### config.mk
export PLATFORM = sky130hd
export DESIGN_NAME = if_fetch
export DESIGN_NICKNAME = d
export VERILOG_FILES = /design/src/rtl/if_fetch_pkg.sv /design/src/rtl/if_fetch.sv
export SDC_FILE = /design/constraint.sdc
export NUM_CORES = 1
export LEC_CHECK = 0
export BUFFER_PORTS_ARGS = -buffer_cell sky130_fd_sc_hd__buf_4
export CORE_ASPECT_RATIO = 1.1
export CORE_UTILIZATION = 57
export DETAILED_ROUTE_END_ITERATION = 10
export PLACE_DENSITY = 0.85
export RECOVER_POWER = 25
export SYNTH_ARGS = -nofsm -noshare
export SYNTH_HDL_FRONTEND = slang
export SYNTH_SLANG_ARGS = --single-unit
### constraint.sdc
create_clock -name clk -period 3.6 [get_ports clk]
set_clock_uncertainty 0.1 [all_clocks]
set_input_delay 0.36 -clock clk [delete_from_list [all_inputs] [get_ports clk]]
set_output_delay 0.36 -clock clk [all_outputs]
set_load 0.01 [all_outputs]
### src/rtl/if_fetch_pkg.sv
// Shared definitions for the instruction-fetch stage: reset level, bus widths,
// reset PC and the fetch FSM state encoding.
package if_fetch_pkg;

    localparam logic        RST_ENABLE    = 1'b0;
    localparam int          INST_ADDR_BUS = 32;
    localparam int          INST_BUS      = 32;
    localparam logic [31:0] ZERO_WORD     = 32'h0000_0000;
    localparam logic [31:0] RESET_PC_DEF  = 32'h0000_0000;

    typedef enum logic [1:0] {
        IF_IDLE = 2'b00,
        IF_WAIT = 2'b01,
        IF_HOLD = 2'b10,
        IF_DROP = 2'b11
    } if_state_t;

endpackage

### src/rtl/if_fetch.sv
// Instruction-fetch stage: owns the PC, fetches from a variable-latency imem and
// hands {pc, inst, valid} to if_id, honouring stall, delay-slot branch and flush.
module if_fetch
    import if_fetch_pkg::*;
#(
    parameter int                ADDR_W   = INST_ADDR_BUS,
    parameter int                INST_W   = INST_BUS,
    parameter logic [ADDR_W-1:0] RESET_PC = ADDR_W'(RESET_PC_DEF)
) (
    input  logic              clk,
    input  logic              rst,
    input  logic              stall_i,
    input  logic              branch_flag_i,
    input  logic [ADDR_W-1:0] branch_target_i,
    input  logic              flush_i,
    input  logic [ADDR_W-1:0] new_pc_i,
    output logic              imem_req_o,
    output logic [ADDR_W-1:0] imem_addr_o,
    input  logic              imem_ack_i,
    input  logic [INST_W-1:0] imem_rdata_i,
    output logic [ADDR_W-1:0] if_pc_o,
    output logic [INST_W-1:0] if_inst_o,
    output logic              if_valid_o,
    output logic              if_stall_req_o,
    output if_state_t         dbg_state
);

    if_state_t         state;
    logic [ADDR_W-1:0] fetch_addr;
    logic [ADDR_W-1:0] next_addr;
    logic              pend_br;
    logic [ADDR_W-1:0] pend_tgt;
    logic [ADDR_W-1:0] hold_pc;
    logic [INST_W-1:0] hold_inst;

    // imem handshake: req stays high with a stable addr until the cycle ack is
    // seen; ack with req high completes the transfer and rdata is valid then.
    assign imem_req_o     = (state == IF_WAIT) || (state == IF_DROP);
    assign imem_addr_o    = fetch_addr;
    assign if_stall_req_o = (state == IF_WAIT) && !imem_ack_i;
    assign dbg_state      = state;

    // A branch arriving with the ack beats one remembered from an earlier wait cycle.
    always_comb begin
        next_addr = fetch_addr + ADDR_W'(4);
        if (branch_flag_i) begin
            next_addr = branch_target_i;
        end else if (pend_br) begin
            next_addr = pend_tgt;
        end
    end

    always_ff @(posedge clk) begin
        if (rst == RST_ENABLE) begin
            state      <= IF_IDLE;
            fetch_addr <= RESET_PC;
            pend_br    <= 1'b0;
            pend_tgt   <= '0;
            hold_pc    <= '0;
            hold_inst  <= '0;
            if_pc_o    <= '0;
            if_inst_o  <= '0;
            if_valid_o <= 1'b0;
        end else if (flush_i) begin
            if_valid_o <= 1'b0;
            if_inst_o  <= '0;
            pend_br    <= 1'b0;
            hold_pc    <= '0;
            hold_inst  <= '0;
            // An unacked request cannot be withdrawn; park the target until it completes.
            if (imem_req_o && !imem_ack_i) begin
                state    <= IF_DROP;
                pend_tgt <= new_pc_i;
            end else begin
                state      <= IF_WAIT;
                fetch_addr <= new_pc_i;
            end
        end else begin
            case (state)
                IF_IDLE: begin
                    state <= IF_WAIT;
                end
                IF_WAIT: begin
                    if (imem_ack_i) begin
                        fetch_addr <= next_addr;
                        pend_br    <= 1'b0;
                        if (stall_i) begin
                            hold_pc   <= fetch_addr;
                            hold_inst <= imem_rdata_i;
                            state     <= IF_HOLD;
                        end else begin
                            if_pc_o    <= fetch_addr;
                            if_inst_o  <= imem_rdata_i;
                            if_valid_o <= 1'b1;
                        end
                    end else begin
                        if (branch_flag_i) begin
                            pend_br  <= 1'b1;
                            pend_tgt <= branch_target_i;
                        end
                        if (!stall_i) begin
                            if_valid_o <= 1'b0;
                            if_inst_o  <= '0;
                        end
                    end
                end
                IF_HOLD: begin
                    // The buffered instruction is the delay slot; a branch only retargets the next fetch.
                    if (branch_flag_i) begin
                        fetch_addr <= branch_target_i;
                    end
                    if (!stall_i) begin
                        if_pc_o    <= hold_pc;
                        if_inst_o  <= hold_inst;
                        if_valid_o <= 1'b1;
                        state      <= IF_WAIT;
                    end
                end
                IF_DROP: begin
                    if (imem_ack_i) begin
                        fetch_addr <= pend_tgt;
                        state      <= IF_WAIT;
                    end
                end
                default: begin
                    state <= IF_IDLE;
                end
            endcase
        end
    end

endmodule

==> flow_metrics.env <==
export IMPL_tritoncts_num_buffers=17
export IMPL_pwr_share_seq=0.463
export IMPL_power_switching_uw=1640
export IMPL_syn_to_final_growth_pct=19.2
export IMPL_setup_slack_after_placement_ps=635
export IMPL_latest_clock_arrival_within_the_worst_skew_pair_ps=440
export IMPL_post_cts_resized_instances=0
export IMPL_chipHeight_um=140
export IMPL_setup_tns_ps=0
export IMPL_max_clock_freq_mhz=336
export IMPL_power_density_nw_per_um2=455
export IMPL_worst_ir_drop_vdd_v=0.000326
export IMPL_clock_power_share=0.365
export IMPL_rows=49
export IMPL_mapped_cells=1207
export IMPL_required_ps=3860
export IMPL_ctsRootBufferMaster="clkbuf_16"
export IMPL_via_count_of_the_first_global_routing_pass=9342
export IMPL_max_cap_violations=0
export IMPL_grt_setup_unrepaired="false"
export IMPL_final_slew_viol_count=0
export IMPL_cts_htree_levels=4
export IMPL_area_of_the_multi_input_gates_um2=5390
export IMPL_synth_top_flop_cell="dfxtp_1"
export IMPL_finalCritPeriodShare=0.826
export IMPL_final_seq_area_um2=3920
export IMPL_status="finished clean"
export IMPL_vias_per_cell=6.22
export IMPL_layout_min_cycle_time_ps=2970
export IMPL_dp_hpwl_um=19600
export IMPL_remaining_drc_errors=0
export IMPL_io_pin_count=203
export IMPL_yosysUniqueCellTypes=67
export IMPL_cp_max_fo=34
export IMPL_finalWorstSetupSlack_ps=625
export IMPL_layout_drive_gt1_share=0.152
export IMPL_p_int_uw=3680
export IMPL_grt_usage=0.323
export IMPL_drt_initial_drc_count=1010
export IMPL_ant_nets=0
export IMPL_via_count=9860
export IMPL_final_hold_violation_count=0
export IMPL_postSynthAreaPerCell_um2=8.14
export IMPL_num_nets_final=1449
export IMPL_asr_flop_ratio_synth=0
export IMPL_crit_arrival_ps=3240
export IMPL_setup_viol=0
export IMPL_post_cts_clock_slew_at_the_launch_and_capture_registers_of_the_worst_setup_and_hold_paths_ps=80
export IMPL_port_buffers=202
export IMPL_post_cts_buffers=0
export IMPL_cts_max_path_buffers=2
export IMPL_ctsHoldBuffers=0
export IMPL_grt_first_pass_wirelength_um=46000
export IMPL_p_leak_uw=0.00494
export IMPL_core_um2=16600
export IMPL_power_share_combinational=0.172
export IMPL_synth_area_um2=9820
export IMPL_gpl_final_weighted_congestion=0.890
export IMPL_worst_slew_pin_transition_ps=1050
export IMPL_die_width_um=127
export IMPL_clock_sinks=196
export IMPL_antenna_violations_before_repair=0
export IMPL_overflow=0
export IMPL_total_die_area_um2=17800
export IMPL_dr_pass1_iters=6
export IMPL_critPathKind="reg2reg"
export IMPL_synth_edf_count=0
export IMPL_yosysSeqAreaShare=0.399
export IMPL_routed_wirelength_um=28600
export IMPL_num_antenna_cells=0
export IMPL_tritoncts="built"
export IMPL_slew_headroom=0.291
export IMPL_hold_path_class="in2reg"
export IMPL_critPathCaptureType="flop"
export IMPL_post_synth_net_total=1313
export IMPL_initial_core_util=0.591
export IMPL_grt_max_degree=78
export IMPL_fillerInstances=1403
export IMPL_routedWlPerCell_um=18.0
export IMPL_yosysWarnings=0
export IMPL_synth_seq_cells=196
export IMPL_crit_path_start_kind="flop"
export IMPL_p_sw_frac=0.308
per-layer routing:
metal  track usage  part of all wire  vias to the layer above
met5             0                 0                        -
li1              -                 -                     4653
met2         0.540              0.48                      516
met1         0.378              0.38                     4608
met3        0.0800             0.094                       83
met4         0.175             0.041                        0
critical path, stage by stage (launching register included):
cell      delay (ps)
dfxtp_1          360
inv_1            110
ha_4             460
buf_4            440
a21o_1           740
a221oi_1         220
o31a_1           350
o21ai_0           70
flip-flops by register name, summed over array words and instances, names as in the netlist, 2 cells and up:
register and count:
dbg_state 2, hold_inst 32, hold_pc 32, if_inst_o 32, if_pc_o 32, imem_addr_o 32
pend_tgt 32
logic make-up after synthesis:
family	share of synthesized area
AOI/OAI and AO/OA	0.280
xor gates and xnor gates	0.0107
adders and majority gates	0.00510
buffers and inverters	0.0585
DFF	0.399
muxes	0.0583
and+or+nand+nor	0.188
worst paths after layout:
path	slack, ps	end	cells after the start	start
setup / recovery	630	imem_addr_o[27]	7	dbg_state[0]
hold reg to reg	360	hold_inst[22]	2	hold_inst[22]
setup reg to reg	630	imem_addr_o[27]	7	dbg_state[0]
hold / removal	70	hold_inst[1]	3	imem_rdata_i[1]
layout make-up:
class / count / share of cell area
Clock buffer: 17 / 0.0363
Inverter: 16 / 0.00513
Tap cell: 229 / 0.0245
Sequential cell: 196 / 0.335
Clock inverter: 15 / 0.0159
Timing Repair Buffer: 226 / 0.123
Multi-Input combinational cell: 886 / 0.460
cell usage after synthesis (23+ instances only):
cell | number | area [um2]
nor2_1 | 78 | 293
o21ai_0 | 36 | 180
clkbuf_1 | 75 | 282
nand2_1 | 247 | 927
o211ai_1 | 26 | 195
mux2i_1 | 55 | 551
dfxtp_1 | 196 | 3920
o211a_1 | 64 | 641
nand3_1 | 23 | 115
a211oi_1 | 39 | 293
a21oi_1 | 134 | 671
power groups by stage:
stage	clock [uW]	sequential (uW)	combinational, uW
floorplan	0	2480	553
global placement	0	2510	926
detailed placement	0	2510	949
CTS	1960	2460	954
global route	2040	2480	1000
finish	1940	2460	918
through the flow:
step / total power, uW / cell area [um2] / hold WS, ps / utilization / std cells
global placement: 3430 / 11400 / 341 / 0.685 / 1553
floorplan: 3030 / 9820 / 336 / - / 1207
global route: 5520 / 11700 / 56.3 / 0.705 / 1585
CTS: 5370 / 12000 / 56.3 / 0.722 / 1585
detailed placement: 3460 / 11400 / 346 / 0.685 / 1553
finish: 5320 / 11700 / 65.2 / 0.705 / 1585
cells in the final DEF (no fill, tap or decap), types with 8 or more instances in the layout:
cell and n:
a22oi_1 8, xor2_1 9, a221o_1 16, o221ai_1 10, dfxtp_1 196, nand3_1 22
nand4_1 8, mux2i_1 55, clkbuf_16 17, inv_1 15, o211ai_1 26, nor3_1 10
nor2_1 76, a21oi_1 133, buf_4 150, o211a_1 64, a221oi_1 15, clkbuf_1 74
nand2_1 246, a211oi_1 39, and4_1 8, o21ai_0 36
Note: power is estimated with default switching activity, not from simulation.
